<file path="src/rtl/pc_fetch.sv">
// Program counter and instruction fetch stage: fetches one word per instruction over req/ack,
// hands it to decode over valid/ready, and applies jump/call/return redirects on the transfer cycle.
module pc_fetch #(
    parameter logic [15:0] RESET_PC    = 16'h0000,
    parameter int unsigned STACK_DEPTH = 8
) (
    input  logic        clk,
    input  logic        rst_n,
    output logic        imem_req,
    output logic [15:0] imem_addr,
    input  logic        imem_ack,
    input  logic [15:0] imem_data,
    output logic        ir_valid,
    input  logic        ir_ready,
    output logic [15:0] ir_data,
    output logic [15:0] ir_pc,
    input  logic        redirect_en,
    input  logic [15:0] redirect_pc,
    input  logic        call_en,
    input  logic        ret_en,
    input  logic        halt,
    output logic        stack_overflow,
    output logic        stack_underflow
);

    localparam int unsigned IW  = $clog2(STACK_DEPTH);
    localparam int unsigned SPW = IW + 1;

    typedef enum logic [1:0] {IDLE, FETCH, HOLD} state_t;

    state_t         state;
    logic [15:0]    pc;
    logic [SPW-1:0] sp;
    logic [15:0]    stack [STACK_DEPTH];

    logic           transfer_c;
    logic           full_c;
    logic           empty_c;
    logic           do_ret_c;
    logic           do_call_c;
    logic           do_redir_c;
    logic [15:0]    link_c;
    logic [15:0]    ret_addr_c;

    // Redirect decode: only the transfer cycle counts, ret beats call beats jump.
    always_comb begin
        transfer_c = (state == HOLD) && ir_ready;
        full_c     = (sp == SPW'(STACK_DEPTH));
        empty_c    = (sp == '0);
        do_ret_c   = transfer_c && ret_en;
        do_call_c  = transfer_c && !ret_en && call_en;
        do_redir_c = transfer_c && !ret_en && !call_en && redirect_en;
        link_c     = ir_pc + 16'd1;
        ret_addr_c = stack[IW'(sp - SPW'(1))];
    end

    assign imem_addr = pc;

    // Return-address storage needs no reset; sp alone defines which entries are live.
    always_ff @(posedge clk) begin
        if (do_call_c && !full_c) begin
            stack[sp[IW-1:0]] <= link_c;
        end
    end

    always_ff @(posedge clk or negedge rst_n) begin
        if (!rst_n) begin
            state           <= IDLE;
            pc              <= RESET_PC;
            sp              <= '0;
            imem_req        <= 1'b0;
            ir_valid        <= 1'b0;
            ir_data         <= 16'h0000;
            ir_pc           <= 16'h0000;
            stack_overflow  <= 1'b0;
            stack_underflow <= 1'b0;
        end else begin
            case (state)
                IDLE: begin
                    if (!halt) begin
                        state    <= FETCH;
                        imem_req <= 1'b1;
                    end
                end
                FETCH: begin
                    if (imem_ack) begin
                        ir_data  <= imem_data;
                        ir_pc    <= pc;
                        ir_valid <= 1'b1;
                        pc       <= pc + 16'd1;
                        imem_req <= 1'b0;
                        state    <= HOLD;
                    end
                end
                HOLD: begin
                    if (transfer_c) begin
                        ir_valid <= 1'b0;
                        if (halt) begin
                            state <= IDLE;
                        end else begin
                            state    <= FETCH;
                            imem_req <= 1'b1;
                        end
                    end
                    // An empty-stack return falls through to the next sequential word.
                    if (do_ret_c) begin
                        if (empty_c) begin
                            pc              <= link_c;
                            stack_underflow <= 1'b1;
                        end else begin
                            pc <= ret_addr_c;
                            sp <= sp - SPW'(1);
                        end
                    end else if (do_call_c) begin
                        pc <= redirect_pc;
                        if (full_c) begin
                            stack_overflow <= 1'b1;
                        end else begin
                            sp <= sp + SPW'(1);
                        end
                    end else if (do_redir_c) begin
                        pc <= redirect_pc;
                    end
                end
                default: begin
                    state    <= IDLE;
                    imem_req <= 1'b0;
                end
            endcase
        end
    end

endmodule
</file>
<file path="config.mk">
export PLATFORM = sky130hd
export DESIGN_NAME = pc_fetch
export DESIGN_NICKNAME = d
export VERILOG_FILES = /design/src/rtl/pc_fetch.sv
export SDC_FILE = /design/constraint.sdc
export NUM_CORES = 1
export LEC_CHECK = 0
export ABC_AREA = 0
export CORE_MARGIN = 2
export CORE_UTILIZATION = 55
export DETAILED_ROUTE_END_ITERATION = 8
export DONT_BUFFER_PORTS = 1
export HOLD_SLACK_MARGIN = 0.08
export PLACE_DENSITY = 0.72
export SETUP_SLACK_MARGIN = 0.4
export SLEW_MARGIN = 20
export SYNTH_ARGS = -nofsm -noshare
export SYNTH_HDL_FRONTEND = slang
export SYNTH_SLANG_ARGS = --single-unit
export TNS_END_PERCENT = 20
</file>
<file path="constraint.sdc">
create_clock -name clk -period 3 [get_ports clk]
set_input_delay 0.45 -clock clk [delete_from_list [all_inputs] [get_ports clk]]
set_output_delay 0.45 -clock clk [all_outputs]
set_load 0.005 [all_outputs]
</file>
==> results.cfg <==
[synthesis]
yosysWarnings = 0
synth-simple-area-share = 0.0930
ys.flop_type = edfxtp_1
synth_area_um2 = 8350
synthAdderAreaFrac = 0.0120
synthCells = 567
synth-xor-area-share = 0.0186
synth_top_family_by_area = multiplexers
synth-edff-count = 128
yosys-mux-area-fraction = 0.138
synth_cell_types = 61
synth_nets = 615
syn_area_per_cell_um2 = 14.7
synth_compound_area_frac = 0.0815
async_flop_share = 0.312
ys_ff_latch = 186
seq_area_frac_synth = 0.634

[job]
maxCapViolCount = 0

[sta]
hold_slack_ns = 0.160
setup-tns-final_ns = 0
drv_slew = 0
setup_viol = 0
period_needed_ns = 2.42
tightest_slew_ns = 0.816
rsz0062_at_grt = no
hold_violations = 0
fmax_mhz = 413
max_slew_margin = 0.454
period_share = 0.806
fin_skew_ns = 0.00815

[pwr]
swShare = 0.365
pwr-share-seq = 0.433
p_leak_nw = 3.30
powerDensity_nw_per_um2 = 1010
p_switching_mw = 3.40
p_int_mw = 5.91
clockPowerShare = 0.234
ir_drop_mv = 0.679
combPwrFrac = 0.333

[floorplanning]
core_um2 = 15000
die_y_um = 127
io_pins = 92
start_util = 0.556
rows = 45
die_area_um2 = 16200
die_w_um = 127

[worst_setup_path]
cp_slowest_cell = nand4_1
reg2reg_slack_ns = 0.58
worst_ep_required_time_ns = 3.32
path_cells = inv_1, ha_1, buf_4, nand2b_1, nand4_1, o21ai_0, o21ai_0, a211o_1
cp.arrival_ns = 2.74
slowest_delay_ns = 0.43
rr_endpoint = imem_addr[11]$_DFFE_PN0P_
path_max_fanout = 24
crit_top_cell = o21ai_0
worst-r2r-cell-count = 8
crit_path_start_kind = flop
cp-endpoint = imem_addr[11]$_DFFE_PN0P_
critPathLaunch = state[0]$_DFFE_PN0P_
worstSetupPathType = flop to flop
r2r-start = state[0]$_DFFE_PN0P_
end_kind = flop

[grt]
grt_pass1_vias = 4995
grt_util_met2 = 0.376
globalRouteMet3Util = 0.0699
met1_usage = 0.341
grt_pass1_wl_mm = 29.2
grt_most_used_layer = met2
antenna_found_initial = 0
track_usage = 0.246
grt_max_degree = 59
overflow = 0

[min_path]
worstHoldPathType = primary input to flop

[finish]
regArea_um2 = 5300
antennaDiodeCount = 0
multiInputGateArea_um2 = 2880
nFillCells = 1086
drive_above_1_share = 0.216
area_growth_pct = 10.8
fin_nets = 637

[clock_tree]
cts.htree.levels = 4
worstSkewPairLatency_ns = 0.44
path_clk_slew_ns = 0.07
post_cts_resized = 0
root_buffer = clkbuf_16
clkSinkCount = 186
cts_buffers = 17
cts_tree = yes
cts_max_path_buffers = 2
post_cts_buffers = 0

[route]
antenna_left = 0
drt_first_iter_violations = 604
vias = 5226
vias_per_cell = 6.62
wl_per_cell_um = 24.5
wl_mm = 19.4
drc_errors = 0
first_pass_iters = 5

[status]
outcome = finished, final reports clean

[place]
io_buffers = 0
dpl.hpwl_mm = 13.0
place.gp.congestion = 0.902
cells by family after synthesis:
family,Yosys count
DFF,186
and+or+nand+nor,153
AOI/OAI and AO/OA,100
muxes,68
buffers and inverters,36
xor gates and xnor gates,16
adders and majority gates,8
how the worst min path moves through the flow:
| stage | start | end | slack [ns] | depth (start not counted) |
|---|---|---|---|---|
| after detailed placement | rst_n | state[0]$_DFFE_PN0P_ | 0.16 | 0 |
| after global placement | rst_n | state[1]$_DFFE_PN0P_ | 0.16 | 0 |
| after global routing | imem_data[2] | ir_data[2]$_DFFE_PN0P_ | 0.14 | 1 |
| final | imem_data[0] | ir_data[0]$_DFFE_PN0P_ | 0.16 | 1 |
| after floorplan | rst_n | imem_addr[0]$_DFFE_PN0P_ | 0.15 | 0 |
| after CTS | imem_data[0] | ir_data[0]$_DFFE_PN0P_ | 0.15 | 1 |
cell usage after synthesis, drive strengths merged (5+ instances only):
master / count / share of area
a21oi: 25 / 0.015
a221oi: 8 / 0.0091
a22oi: 5 / 0.0045
a31oi: 5 / 0.0037
and3: 9 / 0.0067
buf: 15 / 0.014
clkbuf: 11 / 0.0049
dfrtp: 58 / 0.17
edfxtp: 128 / 0.46
ha: 8 / 0.012
inv: 10 / 0.0045
mux2: 31 / 0.042
mux2i: 5 / 0.0060
mux4: 32 / 0.090
nand2: 44 / 0.020
nand2b: 8 / 0.0060
nand3: 15 / 0.0090
nand4: 8 / 0.0067
nor2: 31 / 0.014
nor2b: 5 / 0.0037
nor3: 13 / 0.0096
o21ai: 24 / 0.015
xnor2: 9 / 0.010
xor2: 7 / 0.0082
cell type report:
cell class,count,share of cell area
flip-flops and latches,186,0.572
multi-input cells,345,0.311
clock buffers,18,0.0464
repair buffers,29,0.0260
well taps,188,0.0254
clock inverters,14,0.0151
inverters,10,0.00406
registers in the layout (all words and copies together) (netlist names):
name and cells:
imem_addr 16, stack_underflow 1, stack 128, ir_valid 1
imem_req 1, ir_data 16, stack_overflow 1, state 2
ir_pc 16, sp 4
through the flow:
step / util / cell area [µm²] / worst slack (ns) / std cells / power [mW]
floorplan: - / 8360 / 0.365 / 567 / 6.21
global placement: 0.575 / 8650 / 0.684 / 756 / 7.04
detailed placement: 0.575 / 8650 / 0.625 / 756 / 7.14
CTS: 0.616 / 9260 / 0.621 / 790 / 9.32
global route: 0.616 / 9260 / 0.439 / 790 / 9.73
finish: 0.616 / 9260 / 0.581 / 790 / 9.31
power by group through the flow:
| stage | clock [mW] | sequential, mW | combinational, mW |
|---|---|---|---|
| after floorplan | 0 | 3.83 | 2.38 |
| after global placement | 0 | 4.06 | 2.98 |
| after detailed placement | 0 | 4.08 | 3.06 |
| after CTS | 2.20 | 4.02 | 3.10 |
| after global routing | 2.30 | 4.09 | 3.34 |
| final | 2.17 | 4.03 | 3.10 |
cells in the final DEF (no fill, tap or decap), types with 4 or more instances in the layout:
cell type / Yosys / layout
nand2b_1: 8 / 8
clkinvlp_4: 0 / 4
nand4_1: 7 / 7
xor2_1: 6 / 6
and3_1: 9 / 9
o21a_1: 4 / 4
buf_4: 2 / 27
nor3_1: 10 / 8
nand3_1: 15 / 15
nor2b_1: 5 / 5
a22o_1: 4 / 4
a311oi_1: 4 / 4
a21o_1: 4 / 4
edfxtp_1: 128 / 128
a221oi_1: 7 / 7
ha_1: 8 / 8
nand2_1: 44 / 44
nor3_2: 3 / 5
nor2_1: 31 / 31
a21oi_1: 25 / 25
o21ai_0: 20 / 20
mux2i_1: 5 / 5
clkbuf_16: 0 / 17
a31oi_1: 5 / 5
mux2_2: 31 / 31
mux4_1: 9 / 9
dfrtp_1: 58 / 57
inv_6: 0 / 4
xnor2_1: 8 / 8
mux4_2: 23 / 23
a22oi_1: 5 / 5
inv_1: 10 / 10
per-layer routing:
metal / share of wire / vias up
li1: - / 2257
met1: 0.41 / 2663
met2: 0.48 / 265
met3: 0.086 / 41
met4: 0.024 / 0
met5: 0 / -
what timing repair did:
item	in CTS	in global routing
endpoints found under the hold margin	58	0
hold buffers	2	0
endpoints found under the setup margin	0	0
worst max-delay path: cells and delay by family, from the launching register on:
| family | cells | cell delay (ns) |
|---|---|---|
| AND/OR/NAND/NOR | 2 | 0.57 |
| buffers and inverters | 2 | 0.32 |
| flip-flops | 1 | 0.39 |
| AO/OA/AOI/OAI | 3 | 0.76 |
| adder cells (fa/ha/maj) | 1 | 0.26 |
No activity file was read; power rests on OpenSTA's default activity.
